File: src/rtl/sw_event_counter.sv
// Multi-channel switch front end: two-flop synchroniser, per-channel debounce filter,
// polarity-selected edge detection and a modulo event counter with wrap carry per channel.
module sw_event_counter #(
    parameter int unsigned CH        = 4,
    parameter int unsigned DB_CYCLES = 4,
    parameter int unsigned CNT_MOD   = 10,
    parameter int unsigned CNT_W     = 4
) (
    input  logic                CLK,
    input  logic                RESET_B,
    input  logic [CH-1:0]       SW_IN,
    input  logic [1:0]          MODE,
    input  logic                CLR,
    output logic [CH-1:0]       SW_STATE,
    output logic [CH-1:0]       EDGE,
    output logic [CH*CNT_W-1:0] Q,
    output logic [CH-1:0]       CARRY
);

    localparam int unsigned      DBC_W    = (DB_CYCLES > 1) ? $clog2(DB_CYCLES) : 1;
    localparam logic [DBC_W-1:0] DBC_LAST = DBC_W'(DB_CYCLES - 1);
    localparam logic [CNT_W-1:0] CNT_LAST = CNT_W'(CNT_MOD - 1);

    logic [CH-1:0]    s1_q, s2_q;
    logic [CH-1:0]    sw_state_q, sw_state_d;
    logic [CH-1:0]    edge_q, edge_d;
    logic [CH-1:0]    carry_q, carry_d;
    logic [DBC_W-1:0] dbc_q [CH];
    logic [DBC_W-1:0] dbc_d [CH];
    logic [CNT_W-1:0] cnt_q [CH];
    logic [CNT_W-1:0] cnt_d [CH];

    // Two-flop synchroniser for the asynchronous switch inputs
    always_ff @(posedge CLK or negedge RESET_B) begin
        if (!RESET_B) begin
            s1_q <= '0;
            s2_q <= '0;
        end else begin
            s1_q <= SW_IN;
            s2_q <= s1_q;
        end
    end

    // Debounce, edge qualification and counter next-state per channel
    always_comb begin : next_state
        logic flip;
        logic ev;
        logic wrap;
        sw_state_d = sw_state_q;
        edge_d     = '0;
        carry_d    = '0;
        for (int i = 0; i < CH; i++) begin
            flip     = 1'b0;
            dbc_d[i] = dbc_q[i];
            cnt_d[i] = cnt_q[i];
            if (s2_q[i] == sw_state_q[i]) begin
                dbc_d[i] = '0;
            end else if (dbc_q[i] == DBC_LAST) begin
                sw_state_d[i] = s2_q[i];
                dbc_d[i]      = '0;
                flip          = 1'b1;
            end else begin
                dbc_d[i] = dbc_q[i] + 1'b1;
            end
            // New level after a flip is s2, so its value gives the direction
            ev         = flip & ((MODE[0] & s2_q[i]) | (MODE[1] & ~s2_q[i]));
            wrap       = (cnt_q[i] == CNT_LAST);
            edge_d[i]  = ev;
            carry_d[i] = ev & ~CLR & wrap;
            // Clear wins over a coincident event, which is then dropped
            if (CLR) begin
                cnt_d[i] = '0;
            end else if (ev) begin
                cnt_d[i] = wrap ? '0 : cnt_q[i] + 1'b1;
            end
        end
    end

    // State and registered outputs
    always_ff @(posedge CLK or negedge RESET_B) begin
        if (!RESET_B) begin
            sw_state_q <= '0;
            edge_q     <= '0;
            carry_q    <= '0;
            for (int i = 0; i < CH; i++) begin
                dbc_q[i] <= '0;
                cnt_q[i] <= '0;
            end
        end else begin
            sw_state_q <= sw_state_d;
            edge_q     <= edge_d;
            carry_q    <= carry_d;
            for (int i = 0; i < CH; i++) begin
                dbc_q[i] <= dbc_d[i];
                cnt_q[i] <= cnt_d[i];
            end
        end
    end

    // Pack per-channel counts onto the flat output bus
    always_comb begin
        Q = '0;
        for (int i = 0; i < CH; i++) begin
            Q[i*CNT_W +: CNT_W] = cnt_q[i];
        end
    end

    assign SW_STATE = sw_state_q;
    assign EDGE     = edge_q;
    assign CARRY    = carry_q;

endmodule

File: config.mk
export PLATFORM = sky130hd
export DESIGN_NAME = sw_event_counter
export DESIGN_NICKNAME = d
export VERILOG_FILES = /design/src/rtl/sw_event_counter.sv
export SDC_FILE = /design/constraint.sdc
export NUM_CORES = 1
export LEC_CHECK = 0
export BUFFER_PORTS_ARGS = -buffer_cell sky130_fd_sc_hd__buf_2
export CORE_UTILIZATION = 55
export CTS_BUF_LIST = sky130_fd_sc_hd__clkbuf_16
export CTS_CLUSTER_SIZE = 28
export DETAILED_ROUTE_END_ITERATION = 6
export PLACE_DENSITY = 0.79
export SLEW_MARGIN = 20
export SYNTH_ARGS = -nofsm -noshare
export SYNTH_HDL_FRONTEND = slang
export SYNTH_SLANG_ARGS = --single-unit
File: constraint.sdc
create_clock -name CLK -period 1.6 [get_ports CLK]
set_input_delay 0.16 -clock CLK [delete_from_list [all_inputs] [get_ports CLK]]
set_output_delay 0.16 -clock CLK [all_outputs]
set_load 0.1 [all_outputs]
Yosys cells after proc, flatten, opt, wreduce, memory -nomap -nowiden. Cells that the tools add are included.

$add $sub $neg: 8. Eq/ne operators: 12. Multiplexer cells: 28. Bitwise gates (word level): 33. Reduce and logical (&&, ||, !) cells: 8.

Operators with widths (number): 4-bit 2-to-1 mux (12); 1-bit bitwise AND (20); 4-bit by 1-bit adder with 4-bit output (second input constant) (4); 4-bit equality test (second input constant) (4); 2-bit 2-to-1 mux (8); 1-bit inverter (9); 2-bit by 1-bit adder with 2-bit output (second input constant) (4); 2-bit equality test (second input constant) (4); 1-bit 2-to-1 mux (8); 2-bit AND reduction (4); 2-bit nonzero test (4); 1-bit equality test (4); 1-bit bitwise OR (4).

Register bits after elaboration: 44. Input bits: 9. Output and inout bits: 28. Logic and storage cells: 105.

Logic depth before layout (Yosys ltp). Gate-level depths: netlist (run 1).

Depth in word-level cells: 6. Mapped depth: 5. Depth with buffers taken out: 5.

Worst setup path before layout (run 1). No wires, ideal clock.

Path kind: reg-to-reg. From: register cnt_q, in the netlist Q[13]. To: register cnt_q, in the netlist Q[13]. Library setup time: 0.077 ns. Data arrival time: 1.835 ns. Data required time: 1.523 ns. Setup slack: -0.313 ns. Stages on the path, launching flop included: 6. Buffers on the path: 0. Period minus slack after synthesis: 1.913 ns. Path through: dfrtp_1 > inv_1 > ha_1 > and3b_1 > a211o_1 > a21oi_1.

Cells in the longest elaborated chain, start to end: 4. Elaborated cells between the ends (all ways): 5. Those cells by class: 1 x add/sub; 1 x eq/ne; 3 x mux.

RTL lines: start, declared (RTL line 30) `logic [CNT_W-1:0] cnt_q [CH];`; start signal, assigned by index (RTL line 95) `cnt_q[i] <= cnt_d[i];`; 4-bit by 1-bit adder with 4-bit output or 4-bit equality test (tied branches) (RTL line 74, 67); 4-bit 2-to-1 mux (*) (RTL line 74) `cnt_d[i] = wrap ? '0 : cnt_q[i] + 1'b1;`; 4-bit 2-to-1 mux (*) (RTL line 73) `end else if (ev) begin`; 4-bit 2-to-1 mux (*) (RTL line 71) `if (CLR) begin`.

Mark *: on every way between the ends. The rest lies on a longest branch, timed or not. The select of a mux whose other input is x is not followed. A chain may end at the register's enable or synchronous reset.

Worst setup path in the final report (run 1).
From: register dbc_q[4] (netlist bit). To: register cnt_q, in the netlist Q[7].

Cells in the longest elaborated chain, start to end: 5.

RTL lines: start, declared (RTL line 28) `logic [DBC_W-1:0] dbc_q [CH];`; start signal, assigned by index (RTL line 94) `dbc_q[i] <= dbc_d[i];`; 2-bit equality test (RTL line 58) `end else if (dbc_q[i] == DBC_LAST) begin`; 1-bit 2-to-1 mux (RTL line 58); 1-bit 2-to-1 mux (RTL line 56) `if (s2_q[i] == sw_state_q[i]) begin`; 1-bit bitwise AND (RTL line 66) `ev = flip & ((MODE[0] & s2_q[i]) | (MODE[1] & ~s2_q[i]));`; 2-bit nonzero test (no line).

No other way between the ends.

==> results.md, run 1 <==
- The run finished with clean final reports.
- The remaining design rule violation count is 0.
- The share of the clock period used by the worst path is 0.946.
- The type of destination of the critical path is a flip-flop.
- The cell leakage power is about 1.2 nW.
- Yosys mapped the design onto 31 distinct sky130hd cell types.
- The clock skew after layout is about 3.0 ps.
- The number of nets produced by synthesis is between 150 and 200.
- The number of nets in the layout is roughly 250.
- The worst setup path is of the flip-flop to flip-flop kind.
- The dominant synthesized flop cell is dfrtp_1.
- The required time of the critical path is about 1800 ps.
- For this run, the number of Yosys warnings is 0.
- A synthesized cell averages approximately 12 sq um.
- The wire-length estimate of the detail-placed layout is 2980 microns.
- From bottom edge to top edge, the die measures around 63 microns.
- The area of the core is roughly 0.0035 sq mm.
- The kind of start point of the critical path is a flip-flop.
- Setup violations remaining at the end of the flow were counted as 0.
- The sequential-to-total area share from yosys stat is 0.530.
- The growth of design area from synthesis to finish is 23.9%.
- Before antenna repair, the detailed router went through 4 iterations.
- The count of pins on the block boundary is 37.
- The mean number of vias per cell is between 5 and 6.
- Clock-pin slew was measured on the worst setup and hold paths at 60 ps.
- The aggregate routed wire length is around 4300 microns.
- The clock net sink count is 44.
- For this run, the top clock speed supported by timing is approximately 660 MHz.
- The sum of negative setup slack is 0 ps.
- The routed design could run at a clock period as short as about 1500 ps.
- The row count is 21.
- The share of synthesized registers carrying an async set or reset is 1.00.
- The cell sitting at the root of the clock tree is a clkbuf_16.
- The initial standard-cell utilization of the core is 0.598.
- The most common cell in the netlist is dfrtp_1.
- The first global-routing pass estimated around 7300 microns of wire.
- Of the cells placed in the final design, the portion with a size suffix greater than 1 is 0.332.
- The number of flops mapped to enable cells by yosys is 0.
- The largest net degree at the start of global routing is 30.
- The max-slew violation count is 0.
- The initial antenna violation count is 0.
- The max capacitance violation total is 0.
- The remaining antenna violation count is 0.
- Of the post-synthesis cell area, the dominant cell type holds 0.530.
- The number of DRC markers in iteration 0 is 175.
- Measured along the x axis, the die boundary spans 63.4 microns.
- The congestion estimate from routability-driven global placement came to just under 0.9.
- Dividing the detail-routed wire length by the instance count gives roughly 16 microns.
- The post-synthesis cell count is 175.
- The routed layout has around 1600 vias.
- The insertion delay to the later sink of the worst-skew pair is ~280 ps.
- The headroom to the max-slew limit is 0.593.
- The number of hold violations in the final report is 0.
- The cell type with the highest aggregate area in the netlist is dfrtp_1.
- Global routing finished with a remaining overflow of 0.
- For this design the ratio of total power to cell area is roughly 1300 mW/mm^2.
- The global-route usage over all layers is 0.242.
- The clock tree buffer depth is 2.
- For the pin with the worst max-slew slack, the measured transition is approximately 610 ps.
- The depth of the CTS H-tree is 2.
- By area the synthesized netlist is led by dfrtp_1, ha_1, nand4b_1.
- Port buffering added 36 buffers.
- The post-route cell area is between 0.002 and 0.003 sq mm.
- The area of the die is around 0.004 sq mm.
- The via count of the first global-routing pass is ~1500.
- TritonCTS built the clock tree.
- Counting the buffers created by CTS gives 5.
- The maximum fanout count along the critical path is 6.
- VDD sags by at most about 1100 uV.
- The total inserted antenna cells is 0.
- The cell area after synthesis is slightly above 0.002 sq mm.
- Setup repair after global routing left no endpoint under its margin.
- The total cell area at the placement stage is 0.00235 sq mm.
- Synthesis inferred 44 register bits.
- The kind of path behind the tightest hold check is input pin to flip-flop.
- After synthesis, the most frequently instantiated cells are dfrtp_1, ha_1, a21oi_1, inv_1, nand3_1.
- The data arrival time at the worst-slack endpoint is 1740 ps.
-- timing repair --
| item | CTS | global route |
|---|---|---|
| resized for setup | 0 | 2 |
| setup buffers | 0 | 4 |
| endpoints found under the setup margin | 0 | 2 |
| hold endpoints to repair | 31 | 0 |
| hold buffers | 5 | 0 |
-- power breakdown --
| group | switching [mW] | internal [mW] | leakage (nW) |
|---|---|---|---|
| logic | 0.707 | 0.277 | 0.606 |
| clock network | 0.391 | 0.566 | 0.0710 |
| registers | 0.145 | 1.28 | 0.554 |
-- per-layer routing --
layer | vias up | track usage | share of wire | routed length [microns]
met1 | 798 | 0.312 | 0.42 | 1830
met2 | 50 | 0.392 | 0.52 | 2230
met3 | 9 | 0.0580 | 0.043 | 186
li1 | 761 | - | - | -
met4 | 0 | 0.0938 | 0.016 | 70
met5 | - | 0 | 0 | 0
-- cell families after synthesis --
kind of cell | after synthesis | synth area share
flip-flops | 44 | 0.530
adder cells (fa/ha/maj) | 12 | 0.0723
buffers and inverters | 14 | 0.0259
multiplexers | 8 | 0.0410
AND/OR/NAND/NOR | 52 | 0.165
AO/OA/AOI/OAI | 41 | 0.148
XOR/XNOR | 4 | 0.0169
-- cell type report --
cell class	instances	area [sq um]
sequential	44	1120
multi-input combinational	117	925
fill	258	896
timing repair buffer	48	283
clock buffer	5	125
tap	46	57.6
inverter	12	45.0
clock inverter	3	13.8
-- through the flow --
stage                     power [mW]  setup slack (ps)  instances  hold slack (ps)  utilization
after CTS                       3.40              52.8        271              321        0.732
after floorplan                 2.20              41.0        175             -136            -
after detailed placement        2.42              62.2        258              209        0.677
after global placement          2.36               208        258              204        0.677
final                           3.37              86.6        275              335        0.742
after global routing            3.54              3.88        275              363        0.742
-- final timing paths --
| kind | from | to | slack [ps] | cells past startpoint |
|---|---|---|---|---|
| setup / recovery | dbc_q[4] | Q[7] | 90 | 4 |
| hold / removal | CLR | Q[1] | 330 | 2 |
| setup reg to reg | dbc_q[4] | Q[7] | 90 | 4 |
| hold reg to reg | s1_q[1] | s2_q[1] | 350 | 0 |
| max in group asynchronous | RESET_B | Q[5] | 600 | 3 |
| min in group asynchronous | RESET_B | Q[6] | 420 | 2 |
-- sequential cells by signal, summed over array words and instances (netlist names) --
name / flops
SW_STATE: 4
Q: 16
dbc_q: 8
CARRY: 4
s1_q: 4
s2_q: 4
EDGE: 4
-- layout by cell type, fill, tap and decap left out, types with 2 or more instances in the layout --
cell,Yosys,routed
nand4b_1,8,8
a21oi_1,11,11
nand3b_1,4,4
inv_1,11,11
nor3_1,5,5
nand3_1,9,9
clkinv_2,0,2
dfrtp_2,0,15
o22ai_1,3,3
a2111oi_2,3,3
dlygate4sd3_1,0,5
o21ai_1,3,3
and4b_1,6,5
mux2i_1,4,4
buf_4,0,7
nand2b_1,4,4
buf_2,1,36
nand2_1,6,6
o211ai_1,6,6
a221o_1,3,3
nor2b_1,7,7
clkbuf_16,0,5
a211oi_1,3,3
ha_1,12,11
dfrtp_1,44,28
mux2_2,4,4
xnor2_1,4,4
a211o_1,6,6
-- worst max-delay path: stages (launching register included) --
cell and delay (ps):
dfrtp_1 350, ha_1 260, nand4b_1 250, a2111oi_2 440, a221o_1 160
Note: power is estimated with default switching activity, not from simulation.
==> inputs of run 2 (changes only) <==
--- a/config.mk
+++ b/config.mk
@@ -5,12 +5,13 @@
 export SDC_FILE = /design/constraint.sdc
 export NUM_CORES = 1
 export LEC_CHECK = 0
-export BUFFER_PORTS_ARGS = -buffer_cell sky130_fd_sc_hd__buf_2
+export BUFFER_PORTS_ARGS = -buffer_cell sky130_fd_sc_hd__buf_4
 export CORE_UTILIZATION = 55
 export CTS_BUF_LIST = sky130_fd_sc_hd__clkbuf_16
 export CTS_CLUSTER_SIZE = 28
 export DETAILED_ROUTE_END_ITERATION = 6
 export PLACE_DENSITY = 0.79
+export SKIP_CTS_REPAIR_TIMING = 1
 export SLEW_MARGIN = 20
 export SYNTH_ARGS = -nofsm -noshare
 export SYNTH_HDL_FRONTEND = slang
==> results.md, run 2 (same netlist as run 1, synthesis figures left out) <==
- The remaining antenna violation count is 0 (unchanged).
- The worst reg2reg path depth is 4 (unchanged).
- The initial antenna violation count is 0 (unchanged).
- Setup repair after global routing left no endpoint under its margin.
- Leaving out fill and tap cells, the most frequent cell in the layout is buf_4.
- The number of DRC markers in iteration 0 came to 155 (-11%).
- The worst IR drop on VDD was 1330 uV (+27%).
- The cell internal power dissipation was 2.16 mW (+1.8%).
- The areal power density over the cells is 1310 mW/mm^2 (+0.19%).
- TritonCTS built the clock tree.
- The actual slew at the worst max-slew pin is 526 ps (-83.7 ps).
- The post-route worst hold slack is 230 ps (-105 ps).
- The library cells used most frequently in the layout, excluding fill and tap cells, are buf_4, dfrtp_1, dfrtp_2.
- The number of nets in the layout is 242 (-2.8%).
- The share of total power in the clock network is 0.281 (-0.003).
- The clock tree buffer depth came to 2 (unchanged).
- The slowest stage of the critical path belongs to the cell a2111oi_2.
- The highest attainable clock frequency is 655 MHz (-0.92%).
- The via count of the first global-routing pass came to 1568 (+1.6%).
- The area of the die is 0.00402 sq mm (unchanged).
- The total clock buffers created by CTS was 5 (unchanged).
- The buffering stage count on the worst path with inverters included is 0 (unchanged).
- The filler cell count came to 269 (+4.3%).
- The residual overflow from global routing is 0 (unchanged).
- The count of input and output buffers is 36 (unchanged).
- The sequential share of power is 0.419 (-0.005).
- The share of the clock period used by the worst path was 0.955 (+0.00881).
- The type of destination of the critical path is a flip-flop.
- The first-pass iteration count of the detailed router came to 6 (+2).
- The relative contribution of combinational cells to total power came to 0.300 (+0.008).
- The total inserted antenna cells came to 0 (unchanged).
- The flip-flop count of the largest register, all copies and words added is 16 (unchanged).
- The wire length per cell after detailed routing is 15.6 microns (-0.55%).
- The kind of start point of the critical path is a flip-flop.
- The vertical die dimension is 63.4 microns (unchanged).
- The via count is 1579 (-2.4%).
- The largest net degree at the start of global routing was 45 (+50%).
- The remaining design rule violation count is 0 (unchanged).
- The switching part of the total was 0.368 (-0.00154).
- The largest incremental delay on the critical path was 430 ps (about the same).
- Compared with the post-synthesis result, the final layout area differs by 25.6%.
- In this run the most critical hold path is launched from CLR.
- The initial standard-cell utilization of the core is 0.598 (unchanged).
- The max-slew violation count is 0 (unchanged).
- The number of failing setup endpoints in the final timing report was 0 (unchanged).
- The critical path depth in cells is 4 (unchanged).
- The required time of the critical path is 1820 ps (about the same).
- The number of hold violations in the final report was 0 (unchanged).
- The startpoint identified for the worst register-to-register timing path is dbc_q[6].
- The wire length of the first global-routing pass is 6980 microns (-4.9%).
- The row count is 21 (unchanged).
- The post-route cell area was 0.00261 sq mm (+1.3%).
- The final critical path time including I/O delays and setup came to 1530 ps (+14.1 ps).
- The cell total after placement is 255 (-1.2%).
- The data arrival time at the worst-slack endpoint is 1750 ps (about the same).
- The routability congestion estimate is 0.832 (-5.7%).
- The clock net sink count is 44 (unchanged).
- The clock skew after layout is 5.34 ps (+2.34 ps).
- The sum of negative setup slack is 0 ps (unchanged).
- The fraction of layout cells with a size suffix above 1 was 0.302 (-0.0301).
- The aggregate routed wire length came to 4180 microns (-3.1%).
- The headroom to the max-slew limit is 0.649 (+0.0558).
- The final core utilization is 0.751 (+0.00974).
- Tracing the worst setup path back leads to its startpoint at dbc_q[6].
- The global-route usage over all layers is 0.225 (-0.0167).
- The clock-pin slew of the registers on the worst-case setup and hold paths came to 60 ps (about the same).
- The cell leakage power is 1.21 nW (-1.7%).
- The x dimension of the die was 63.4 microns (unchanged).
- The non-filler instance count after layout was 268 (-2.5%).
- The cell class contributing the biggest share of worst-path delay is compound AO/OA/AOI/OAI gates.
- The total cell area at the placement stage is 0.00242 sq mm (+2.9%).
- The maximum fanout count along the critical path came to 6 (unchanged).
- The area of the core is 0.00347 sq mm (unchanged).
- Traced cell by cell, the critical path runs through ha_1 > nand4b_1 > a2111oi_2 > a221o_1.
- The min-delay analysis places its worst path in the category input pin to flip-flop.
- The count of pins on the block boundary came to 37 (unchanged).
- The insertion delay to the later sink of the worst-skew pair is 280 ps (about the same).
- The flow ran to the end, and the final reports show no timing, DRC or antenna violations.
- The HPWL reported at the end of detailed placement came to 2820 microns (-5.2%).
- The max capacitance violation total is 0 (unchanged).
- The cell count of the worst hold path was 2 (unchanged).
- The tree is rooted in a clkbuf_16.
- The worst setup path is of the flip-flop to flip-flop kind.
- The net load switching power is 1.26 mW (+1.1%).
- The mean number of vias per cell is 5.89 (+0.14%).
- The depth of the CTS H-tree is 2 (unchanged).
-- run 2: layout make-up --
class,instances,area (sq um),share of cell area
Clock buffer,5,125,0.0480
Clock inverter,3,13.8,0.00528
Inverter,12,45.0,0.0173
Multi-Input combinational cell,117,921,0.353
Sequential cell,44,1120,0.431
Tap cell,46,57.6,0.0221
Timing Repair Buffer,41,320,0.123
-- run 2: power by group through the flow --
| stage | registers, mW | logic [mW] | clock network [mW] |
|---|---|---|---|
| after floorplan | 1.89 | 0.314 | 0 |
| after global placement | 1.43 | 0.978 | 0 |
| after detailed placement | 1.45 | 1.02 | 0 |
| after CTS | 1.43 | 1.03 | 0.971 |
| after global routing | 1.45 | 1.08 | 1.03 |
| final | 1.43 | 1.03 | 0.960 |
-- run 2: per-stage QoR --
| stage | total power, mW | setup slack [ps] |
|---|---|---|
| final | 3.42 | 72.5 |
| after global routing | 3.56 | 11.9 |
| after CTS | 3.43 | 83.6 |
| after detailed placement | 2.46 | 133 |
| after global placement | 2.41 | 209 |
| after floorplan | 2.20 | 41.0 |
-- run 2: path summary, 6_finish.rpt --
path	slack [ps]	endpoint
max	70	Q[3]
min	230	Q[5]
max reg2reg	70	Q[3]
min reg2reg	350	s2_q[2]
max in group asynchronous	790	Q[13]
min in group asynchronous	400	Q[7]
-- run 2: layer usage --
| layer | global-route usage | up-vias | part of all wire |
|---|---|---|---|
| met1 | 0.264 | 771 | 0.42 |
| met2 | 0.394 | 47 | 0.51 |
| met4 | 0.0994 | 0 | 0.023 |
| met3 | 0.0471 | 10 | 0.043 |
| li1 | - | 751 | - |
| met5 | 0 | - | 0 |
==> inputs of run 3 (changes only) <==
--- a/config.mk
+++ b/config.mk
@@ -6,11 +6,13 @@
 export NUM_CORES = 1
 export LEC_CHECK = 0
 export BUFFER_PORTS_ARGS = -buffer_cell sky130_fd_sc_hd__buf_4
-export CORE_UTILIZATION = 55
+export CELL_PAD_IN_SITES_DETAIL_PLACEMENT = 1
+export CELL_PAD_IN_SITES_GLOBAL_PLACEMENT = 1
+export CORE_UTILIZATION = 44
 export CTS_BUF_LIST = sky130_fd_sc_hd__clkbuf_16
 export CTS_CLUSTER_SIZE = 28
 export DETAILED_ROUTE_END_ITERATION = 6
-export PLACE_DENSITY = 0.79
+export PLACE_DENSITY_LB_ADDON = 0.1
 export SKIP_CTS_REPAIR_TIMING = 1
 export SLEW_MARGIN = 20
 export SYNTH_ARGS = -nofsm -noshare
==> results.md, run 3 (same netlist as run 1, synthesis figures left out) <==
- The run finished, with violations left.
- The checks that failed: design-rule violations.
- The HPWL reported at the end of detailed placement is 3270 microns (+16%).
- The total inserted antenna cells is 0 (unchanged).
- The areal power density over the cells is 1350 mW/mm^2 (+2.8%).
- The worst register-to-register path begins at dbc_q[2].
- The post-route worst hold slack was 250 ps (+20.5 ps).
- The type of destination of the critical path is a flip-flop.
- The row count came to 24 (+14%).
- The switching part of the total is 0.353 (-0.0141).
- The area of the die is 0.00500 sq mm (+24%).
- The launch point of the critical path is dbc_q[2].
- The aggregate routed wire length is 4960 microns (+19%).
- The startpoint identified for the worst hold timing path is CLR.
- The sum of negative setup slack is 0 ps (unchanged).
- The number of failing setup endpoints in the final timing report is 0 (unchanged).
- The clock tree from TritonCTS is done.
- The tree is rooted in a clkbuf_16.
- The data arrival time at the worst-slack endpoint was 1680 ps (-70 ps).
- The clock net sink count was 44 (unchanged).
- The net load switching power is 1.27 mW (+1.3%).
- The max-slew violation count is 0 (unchanged).
- The max capacitance violation total is 0 (unchanged).
- The worst register-to-register path ends at Q[11].
- The total cell area at the placement stage came to 0.00243 sq mm (+0.62%).
- The via count of the first global-routing pass is 1723 (+9.9%).
- The flip-flop count of the largest register, all copies and words added was 16 (unchanged).
- The wire length of the first global-routing pass is 8200 microns (+18%).
- The count of input and output buffers is 36 (unchanged).
- The first-pass iteration count of the detailed router is 6 (unchanged).
- The clock skew after layout was 7.08 ps (+1.73 ps).
- The worst min-delay path endpoint is Q[5].
- The final worst-path setup slack is 83.7 ps (+11.2 ps).
- The post-route cell area is 0.00267 sq mm (+2.5%).
- The worst setup path is of the flip-flop to flip-flop kind.
- The clock-pin slew of the registers on the worst-case setup and hold paths was 60 ps (about the same).
- The cell count of the worst hold path is 2 (unchanged).
- The final critical path time including I/O delays and setup is 1520 ps (-11.2 ps).
- The mean number of vias per cell is 5.80 (-1.5%).
- The pre-CTS worst setup slack is 97.3 ps (-35.4 ps).
- The initial antenna violation count was 0 (unchanged).
- The vertical die dimension is 70.7 microns (+11%).
- The cell total after placement is 262 (+2.7%).
- The via count is 1613 (+2.2%).
- The number of nets in the layout is 246 (+1.7%).
- The x dimension of the die is 70.7 microns (+11%).
- The highest attainable clock frequency came to 660 MHz (+0.74%).
- STA classifies the critical path startpoint as a flip-flop.
- The remaining antenna violation count is 0 (unchanged).
- The initial standard-cell utilization of the core is 0.467 (-0.131).
- The signal on the critical path passes through ha_1 > and4b_1 > o22ai_1 > a221o_1.
- The routability congestion estimate is 0.789 (-5.1%).
- The worst reg2reg path depth was 4 (unchanged).
- The slack of the worst reg-to-reg path is 80 ps (about the same).
- On the critical path, the stage with the largest delay is an instance of dfrtp_1.
- In the layout the commonest cells are buf_4, dfrtp_1, dfrtp_2.
- The number of hold violations in the final report is 0 (unchanged).
- Setup repair after global routing left no endpoint under its margin.
- The final core utilization is 0.601 (-0.150).
- The maximum fanout count along the critical path is 6 (unchanged).
- The path class of the tightest hold or removal check is input pin to flip-flop.
- The global-route usage over all layers came to 0.211 (-0.0141).
- The largest incremental delay on the critical path came to 360 ps (-70 ps).
- The total clock buffers created by CTS is 5 (unchanged).
- The number of DRC markers in iteration 0 is 66 (-57%).
- The non-filler instance count after layout is 278 (+3.7%).
- The residual overflow from global routing is 0 (unchanged).
- The sequential share of power is 0.400 (-0.019).
- The total power is 3.60 mW (+5.4%).
- Compared with the post-synthesis result, the final layout area differs by 28.7%.
- The area of the core is 0.00444 sq mm (+28%).
- Leaving out fill and tap cells, the most frequent cell in the layout is buf_4.
- The count of pins on the block boundary came to 37 (unchanged).
- The depth of the CTS H-tree is 2 (unchanged).
- The headroom to the max-slew limit came to 0.627 (-0.0217).
- The cell leakage power is 1.24 nW (+2.3%).
- The relative contribution of combinational cells to total power is 0.286 (-0.014).
- The insertion delay to the later sink of the worst-skew pair is 280 ps (about the same).
- The share of total power in the clock network was 0.314 (+0.033).
- The fraction of layout cells with a size suffix above 1 is 0.319 (+0.0168).
- The worst IR drop on VDD came to 1050 uV (-21%).
- The actual slew at the worst max-slew pin is 559 ps (+32.6 ps).
- The cell internal power dissipation is 2.33 mW (+7.7%).
- The clock tree buffer depth is 2 (unchanged).
- The wire length per cell after detailed routing was 17.8 microns (+14%).
- The share of the clock period used by the worst path is 0.948 (-0.00700).
- The largest net degree at the start of global routing is 45 (unchanged).
- The remaining design rule violation count is 10 (+10).
- The required time of the critical path is 1760 ps (-60 ps).
## run 3: changes by cell type in the layout (fill, tap and decap cells not counted)
cell       before  now
buf_4          36   40
bufinv_16       0    1
clkinv_1        1    0
clkinv_2        2    1
ha_1           12   11
ha_2            0    1
inv_1          11   12
## run 3: power groups by stage
stage          registers (mW)  logic (mW)  clock network (mW)
2_1_floorplan            1.89       0.314                   0
3_3_place_gp             1.43       0.979                   0
3_5_place_dp             1.46        1.01                   0
4_1_cts                  1.44        1.03                1.16
5_1_grt                  1.47        1.10                1.20
6_report                 1.44        1.03                1.13
## run 3: critical path, delay by kind of cell, from the launching register on
kind	cells	cell delay, ps
flops	1	360
simple gates	1	320
fa+ha+maj	1	270
compound gates	2	460
## run 3: worst max path at each step
stage,slack [ps],depth (start not counted),end
2_1_floorplan,40,4,Q[13]
3_3_place_gp,200,4,Q[3]
3_5_place_dp,100,4,Q[7]
4_1_cts,70,4,Q[7]
5_1_grt,7,4,Q[12]
6_report,80,4,Q[11]
## run 3: cell type report
cell class,instances,area [sq um]
clock buffer,5,125
clock inverter,3,38.8
fill,473,1770
inverter,12,45.0
multi-input combinational,117,923
sequential,44,1120
tap,52,65.1
timing repair buffer,45,350
## run 3: routing by layer
| metal | part of all wire | vias to the layer above | global-route usage | wire [microns] |
|---|---|---|---|---|
| li1 | - | 756 | - | - |
| met5 | 0 | - | 0 | 0 |
| met4 | 0.016 | 0 | 0.0867 | 78 |
| met2 | 0.52 | 36 | 0.364 | 2590 |
| met1 | 0.43 | 813 | 0.251 | 2120 |
| met3 | 0.035 | 8 | 0.0556 | 175 |
